$ cat config.mk
export PLATFORM = sky130hd
export DESIGN_NAME = instr_decode_stage
export DESIGN_NICKNAME = d
export VERILOG_FILES = /design/src/rtl/instr_decode_stage.sv
export SDC_FILE = /design/constraint.sdc
export NUM_CORES = 1
export LEC_CHECK = 0
export ABC_AREA = 1
export ABC_CLOCK_PERIOD_IN_PS = 1700
export CORE_MARGIN = 5
export CORE_UTILIZATION = 30
export CTS_CLUSTER_SIZE = 25
export DETAILED_ROUTE_END_ITERATION = 8
export RECOVER_POWER = 25
export SYNTH_ARGS = -nofsm -noshare
export SYNTH_HDL_FRONTEND = slang
export SYNTH_SLANG_ARGS = --single-unit
$ cat constraint.sdc
create_clock -name clk -period 1.7 [get_ports clk]
set_input_delay 0.255 -clock clk [delete_from_list [all_inputs] [get_ports clk]]
set_output_delay 0.255 -clock clk [all_outputs]
set_load 0.02 [all_outputs]
$ cat src/rtl/instr_decode_stage.sv
// rtl/instr_decode_stage.sv - registered RV32/RV64 decode stage with 2-entry skid buffer
//
// Ports:
//   clk, rst_n            clock, asynchronous active-low reset
//   flush                 kill both buffered entries at the next edge
//   in_valid/in_ready     upstream handshake; in_instr, in_pc are the payload
//   out_valid/out_ready   downstream handshake
//   out_pc, opcode, rd, funct3, rs1, rs2, funct7, imm, fmt, illegal
//                         decoded fields of the main entry
//                         fields unused by the format are 0
//                         fmt: 0=R 1=I 2=S 3=B 4=U 5=J 7=illegal
module instr_decode_stage #(
  parameter int XLEN = 32,
  parameter int PC_W = 32
) (
  input  logic            clk,
  input  logic            rst_n,
  input  logic            flush,
  input  logic            in_valid,
  output logic            in_ready,
  input  logic [31:0]     in_instr,
  input  logic [PC_W-1:0] in_pc,
  output logic            out_valid,
  input  logic            out_ready,
  output logic [PC_W-1:0] out_pc,
  output logic [6:0]      opcode,
  output logic [4:0]      rd,
  output logic [2:0]      funct3,
  output logic [4:0]      rs1,
  output logic [4:0]      rs2,
  output logic [6:0]      funct7,
  output logic [XLEN-1:0] imm,
  output logic [2:0]      fmt,
  output logic            illegal
);

  localparam logic [2:0] FMT_R   = 3'd0;
  localparam logic [2:0] FMT_I   = 3'd1;
  localparam logic [2:0] FMT_S   = 3'd2;
  localparam logic [2:0] FMT_B   = 3'd3;
  localparam logic [2:0] FMT_U   = 3'd4;
  localparam logic [2:0] FMT_J   = 3'd5;
  localparam logic [2:0] FMT_ILL = 3'd7;

  typedef struct packed {
    logic [6:0]      opcode;
    logic [4:0]      rd;
    logic [2:0]      funct3;
    logic [4:0]      rs1;
    logic [4:0]      rs2;
    logic [6:0]      funct7;
    logic [XLEN-1:0] imm;
    logic [2:0]      fmt;
    logic            illegal;
    logic [PC_W-1:0] pc;
  } entry_t;

  entry_t          dec;
  entry_t          main_q, main_d;
  entry_t          skid_q, skid_d;
  logic            main_valid_q, main_valid_d;
  logic            skid_valid_q, skid_valid_d;
  logic            accept;
  logic [2:0]      fmt_c;
  logic [31:0]     imm32;
  logic [XLEN-1:0] imm_ext;

  // Format classification; RV64 W-opcodes only exist when XLEN is 64.
  always_comb begin
    fmt_c = FMT_ILL;
    if (in_instr[1:0] == 2'b11) begin
      case (in_instr[6:0])
        7'b0110011: fmt_c = FMT_R;
        7'b0111011: fmt_c = (XLEN == 64) ? FMT_R : FMT_ILL;
        7'b0010011, 7'b0000011, 7'b1100111,
        7'b1110011, 7'b0001111: fmt_c = FMT_I;
        7'b0011011: fmt_c = (XLEN == 64) ? FMT_I : FMT_ILL;
        7'b0100011: fmt_c = FMT_S;
        7'b1100011: fmt_c = FMT_B;
        7'b0110111, 7'b0010111: fmt_c = FMT_U;
        7'b1101111: fmt_c = FMT_J;
        default:    fmt_c = FMT_ILL;
      endcase
    end
  end

  // Every immediate fits in 32 bits sign-extended; widen to XLEN afterwards.
  always_comb begin
    imm32 = '0;
    case (fmt_c)
      FMT_I: imm32 = {{20{in_instr[31]}}, in_instr[31:20]};
      FMT_S: imm32 = {{20{in_instr[31]}}, in_instr[31:25], in_instr[11:7]};
      FMT_B: imm32 = {{19{in_instr[31]}}, in_instr[31], in_instr[7],
                      in_instr[30:25], in_instr[11:8], 1'b0};
      FMT_U: imm32 = {in_instr[31:12], 12'b0};
      FMT_J: imm32 = {{11{in_instr[31]}}, in_instr[31], in_instr[19:12],
                      in_instr[20], in_instr[30:21], 1'b0};
      default: imm32 = '0;
    endcase
    imm_ext        = {XLEN{imm32[31]}};
    imm_ext[31:0]  = imm32;
  end

  always_comb begin
    dec         = '0;
    dec.opcode  = in_instr[6:0];
    dec.pc      = in_pc;
    dec.fmt     = fmt_c;
    dec.illegal = (fmt_c == FMT_ILL);
    dec.imm     = imm_ext;
    if (fmt_c inside {FMT_R, FMT_I, FMT_U, FMT_J}) dec.rd     = in_instr[11:7];
    if (fmt_c inside {FMT_R, FMT_I, FMT_S, FMT_B}) dec.funct3 = in_instr[14:12];
    if (fmt_c inside {FMT_R, FMT_I, FMT_S, FMT_B}) dec.rs1    = in_instr[19:15];
    if (fmt_c inside {FMT_R, FMT_S, FMT_B})        dec.rs2    = in_instr[24:20];
    if (fmt_c == FMT_R)                            dec.funct7 = in_instr[31:25];
  end

  // in_ready comes straight from the skid flag, so out_ready never reaches it.
  assign accept = in_valid && !skid_valid_q;

  always_comb begin
    main_d       = main_q;
    skid_d       = skid_q;
    main_valid_d = main_valid_q;
    skid_valid_d = skid_valid_q;
    if (flush) begin
      main_valid_d = 1'b0;
      skid_valid_d = 1'b0;
    end else if (!main_valid_q || out_ready) begin
      // Skid holds the older entry, so it drains first to keep FIFO order.
      if (skid_valid_q) begin
        main_d       = skid_q;
        main_valid_d = 1'b1;
        skid_valid_d = 1'b0;
      end else if (accept) begin
        main_d       = dec;
        main_valid_d = 1'b1;
      end else begin
        main_valid_d = 1'b0;
      end
    end else if (accept) begin
      skid_d       = dec;
      skid_valid_d = 1'b1;
    end
  end

  always_ff @(posedge clk or negedge rst_n) begin
    if (!rst_n) begin
      main_q       <= '0;
      skid_q       <= '0;
      main_valid_q <= 1'b0;
      skid_valid_q <= 1'b0;
    end else begin
      main_q       <= main_d;
      skid_q       <= skid_d;
      main_valid_q <= main_valid_d;
      skid_valid_q <= skid_valid_d;
    end
  end

  assign in_ready  = !skid_valid_q;
  assign out_valid = main_valid_q;
  assign out_pc    = main_q.pc;
  assign opcode    = main_q.opcode;
  assign rd        = main_q.rd;
  assign funct3    = main_q.funct3;
  assign rs1       = main_q.rs1;
  assign rs2       = main_q.rs2;
  assign funct7    = main_q.funct7;
  assign imm       = main_q.imm;
  assign fmt       = main_q.fmt;
  assign illegal   = main_q.illegal;

endmodule

* After elaboration in Yosys (flattened, before gate mapping)
Index checks and enable logic that the tools add are counted.
** Word-level totals
- Register bits after elaboration :: 202
- Bits in latches :: 0
- Bits in writable memories :: 0
- Bits in read-only memories :: 0
- Input port bits :: 69
- Output and inout bits :: 102
- Logic and storage cells :: 74
- Memories :: 0
** Cells by class
- Add/sub/neg operators :: 0
- $mul :: 0
- Divide/modulo/power cells :: 0
- $lt $le $gt $ge :: 0
- Equal/unequal tests :: 18
- Shift operators :: 0
- Mux-type cells :: 17
- Bitwise operators :: 2
- Reductions and logical operators :: 15
** Operator list (number)
- 100-bit 2-to-1 mux :: 2
- 32-bit case mux with 5 select lines :: 1
- 7-bit equality test, second input constant :: 4
- 7-bit by 6-bit equality test with 1-bit output, second input constant :: 3
- 3-bit case mux with 6 select lines :: 1
- 5-bit 2-to-1 mux :: 3
- 7-bit by 5-bit equality test with 1-bit output, second input constant :: 2
- 3-bit equality test, second input constant :: 3
- 4-bit nonzero test :: 2
- 7-bit by 2-bit equality test with 1-bit output, second input constant :: 1
- 7-bit by 4-bit equality test with 1-bit output, second input constant :: 1
- 1-bit 2-to-1 mux :: 7
- 7-bit 2-to-1 mux :: 1
- 3-bit by 2-bit equality test with 1-bit output, second input constant :: 2
- 3-bit 2-to-1 mux :: 2
- 3-bit AND reduction :: 2
- 3-bit nonzero test :: 2
- 5-bit OR reduction :: 1
- 2-bit nonzero test :: 2
- 3-bit by 1-bit equality test with 1-bit output, second input constant :: 1
- 3-bit logical NOT :: 1
- 2-bit equality test, second input constant :: 1
- 1-bit logical NOT :: 2
- 1-bit inverter :: 2
- 3 further kinds :: 3

* Logic depth before layout (Yosys ltp)
- Word-level depth :: 9
- Depth in mapped cells :: 12
- Depth with buffers taken out :: 11

* Worst setup path before layout
No wires, ideal clock.
- Path kind :: register -> register
- Start :: register main_valid_q (netlist: out_valid)
- End :: register skid_q[81] in the netlist's numbering
- Setup time :: 132 ps
- Arrival :: 1530 ps
- Required time :: 1568 ps
- Slack :: 38 ps
- Stages on the path, launching flop included :: 11
- Path buffers :: 2
- Clock period less this slack :: 1662 ps
- Cells stage by stage :: dfrtp_1 -> inv_1 -> nor2_1 -> inv_1 -> or2_1 -> nor3_4 -> inv_2 -> buf_4 -> buf_2 -> nand2_1 -> o21ai_1
** Between the ends
- Cells in the longest elaborated chain, start to end :: 4
** RTL lines
- from (decl) :: line 61 : logic main_valid_q, main_valid_d;
- from (signal assigned) :: line 156 : main_valid_q <= main_valid_d;
- 1-bit logical NOT :: line 129 : end else if (!main_valid_q || out_ready) begin
- 1-bit logical OR :: line 129
- 1-bit inverter (no line)
- 3-bit AND reduction (no line)
- to (signal assigned) :: line 155 : skid_q <= skid_d;
- to (decl) :: line 60 : entry_t skid_q, skid_d;
No other way between the ends.
A chain may end at the register's enable or synchronous reset.

* Final worst setup path
- Start :: register skid_valid_q
- End :: output in_ready
** Between the ends
- Cells in the longest elaborated chain, start to end :: 1
** RTL lines
- from (decl) :: line 62 : logic skid_valid_q, skid_valid_d;
- from (signal assigned) :: line 157 : skid_valid_q <= skid_valid_d;
- 1-bit logical NOT :: line 161 : assign in_ready = !skid_valid_q;
- to (decl) :: line 20 : output logic in_ready,
No other way between the ends.

==> metrics.txt <==
run status=completed; Post-Route Setup TNS=0 ns; Slew headroom=between 40 and 50%; Via density=approximately 4.6; HPWL after DPL=20,200 um; Post-Place Worst Slack=-0.351 ns; Clock Skew=around 0.01 ns; asr flop ratio synth=100%; Core Box Area=between 30,000 and 40,000 um^2; FILL cells=between 3k and 4k; Cell Area, Synth=9470 um^2; Cells after Synth=1,219; final setup fails=0; residual DRC count=0; wire per inst=~15 um; num rows=between 60 and 70; largest family of logic cells by synthesized area=simple AND/OR/NAND/NOR gates; Post-Synth Simple-Gate Area=between 20% and 30%; Leak=around 0.007 uW; I/O Pins=approximately 170; clock root buffer=clkbuf_16; Syn Nets=between 1k and 1.5k; Die Wd=188 um; period utilization=95.1%; vias in the first global route=about 8.4k; final global-route overflow total=0; Hold Fails Final Rpt=0; register clock-pin slew on the reported worst setup and hold paths=approximately 0.060 ns; die outline height=between 150 and 200 um; Synth Area in Adders=0%; top-count cell post-synth=nand2_1; Post-synth EDFFs=0; Synth top area share=a little over half; total CTS buffers=24; Hold Path Class=in2reg; Skew-Pair Late Insertion Delay=around 0.52 ns; total power per unit cell area=approximately 1100 nW/um^2; Yosys cell types=32; Syn Area/Cell=between 7 and 8 um^2; CP Capture Type=output pin; CTS H-tree depth=1; final setup margin=roughly 0.084 ns; first-pass GRT wire length=roughly 46,000 um; Req. time, crit path=~1.4 ns; Top FF cell, synth=dfrtp_1; startpoint types=register; nets=roughly 1.5k; vias post-DR=approximately 8.5k; die area=35,200 um^2; Yosys top cell by area=dfrtp_1; Worst-Margin Slew=~0.84 ns; leading post-synthesis cells by cell area=dfrtp_1, nand2_1, nor2_1, o21ai_0, o21ai_1; initial antenna violation count=2; sequential-to-total area share from yosys stat=a little over half; Peak VDD IR=0.601 mV; gr usage total=about 16%; Initial Utilization=a little over 30%; largest net degree at the start of global routing=about 100; Worst EP arrival=1.36 ns; maximum clock frequency=between 600 and 700 MHz; 1st-iter DRT viols=around 580; CTS Sinks=approximately 200; pins over their slew limit=0; antenna-violating nets left=0; GP Congestion=around 0.83; Post-synth top cells=nand2_1, dfrtp_1, nor2_1, o21ai_0, inv_1; DRT Wirelength=28,400 um; post-synthesis compound-gate area fraction=between 10% and 20%; CTS tree=built; Synth Register Bits=approximately 200; DRT Pass-1 Iters=5; layout cell share with drive strength beyond 1=around 11%; port buffer count=between 150 and 200; Area Overhead vs Synth=35.1%; Clock Tree Buf Depth=3; crit path max fanout=4; Min Clock Period, post-route=~1.6 ns; WS Path Type=reg2out; XOR/XNOR Fraction of Synth Area=0%; max_cap viols=0; synth warn=0; fraction of synthesized area in multiplexers=0%
logic make-up after synthesis:
| family | count (synthesis) |
|---|---|
| compound gates | 228 |
| buf+inv | 166 |
| simple gates | 623 |
| flops | 202 |
report_power, final:
group / switching [uW] / internal (uW)
Clock: 2020 / 3080
Sequential: 398 / 5590
Combinational: 1390 / 986
final cells by class:
class	instances	area (um^2)	area share (%)
repair buffers	246	2370	18.5
multi-input cells	851	3730	29.2
clock inverters	9	95.1	0.743
flip-flops and latches	202	5060	39.5
inverters	90	348	2.72
clock buffers	34	679	5.31
diodes	2	5.00	0.0391
well taps	402	503	3.93
layout by cell type (no fill, tap or decap), types with 23 or more instances in the layout:
| cell type | netlist | final |
|---|---|---|
| o21ai_1 | 69 | 70 |
| dlygate4sd2_1 | 0 | 101 |
| clkdlybuf4s50_1 | 0 | 67 |
| inv_1 | 79 | 78 |
| clkbuf_16 | 0 | 25 |
| nand2_1 | 389 | 388 |
| dfrtp_1 | 202 | 201 |
| o21ai_0 | 95 | 94 |
| nor2_1 | 143 | 142 |
| nand3_1 | 60 | 60 |
| a31oi_1 | 23 | 23 |
| a21oi_1 | 29 | 29 |
| buf_4 | 6 | 56 |
path summary, 6_finish.rpt:
path	startpoint	end	slack (ns)	cells after the start
max	skid_valid_q	in_ready	0.08	2
max reg2reg	out_valid	skid_q[60]	0.12	9
max in group asynchronous	rst_n	out_pc[4]	0.27	3
min in group asynchronous	rst_n	skid_q[20]	0.38	2
min reg2reg	rd[2]	rd[2]	0.47	2
min	in_pc[6]	skid_q[6]	0.30	3
critical path, stage by stage (launching register included):
cell             delay (ns)
dfrtp_2                0.46
inv_4                  0.12
clkdlybuf4s15_2        0.27
state kept, by name (all words and copies together), names as in the netlist:
signal	flops
imm	32
fmt	3
out_pc	32
rd	5
rs2	5
funct3	3
skid_q	100
rs1	5
skid_valid_q	1
illegal	1
out_valid	1
opcode	7
funct7	7
metal layers:
metal	up-vias	part of all wire, %	track usage, %
met3	50	5.7	3.13
met5	-	0	0
met1	3986	45	21.7
li1	4268	-	-
met2	227	46	25.2
met4	0	3.3	6.01
repair_timing:
action | 4_1_cts | 5_1_grt
gates resized for setup | 104 | 4
setup endpoints to repair | 102 | 21
hold buffers | 1 | 0
hold endpoints to repair | 177 | 0
setup buffers | 0 | 1
metrics by stage:
stage / util [%] / hold slack, ns / power (uW) / instance area (um^2) / cells
CTS: 40.8 / 0.190 / 13700 / 12800 / 1833
global route: 40.7 / 0.305 / 14200 / 12800 / 1836
global placement: 38.7 / 0.175 / 8630 / 12100 / 1789
finish: 40.7 / 0.304 / 13500 / 12800 / 1836
detailed placement: 38.7 / 0.174 / 8690 / 12100 / 1789
floorplan: - / -0.0406 / 7320 / 9470 / 1219
No activity file was read; power rests on OpenSTA's default activity.
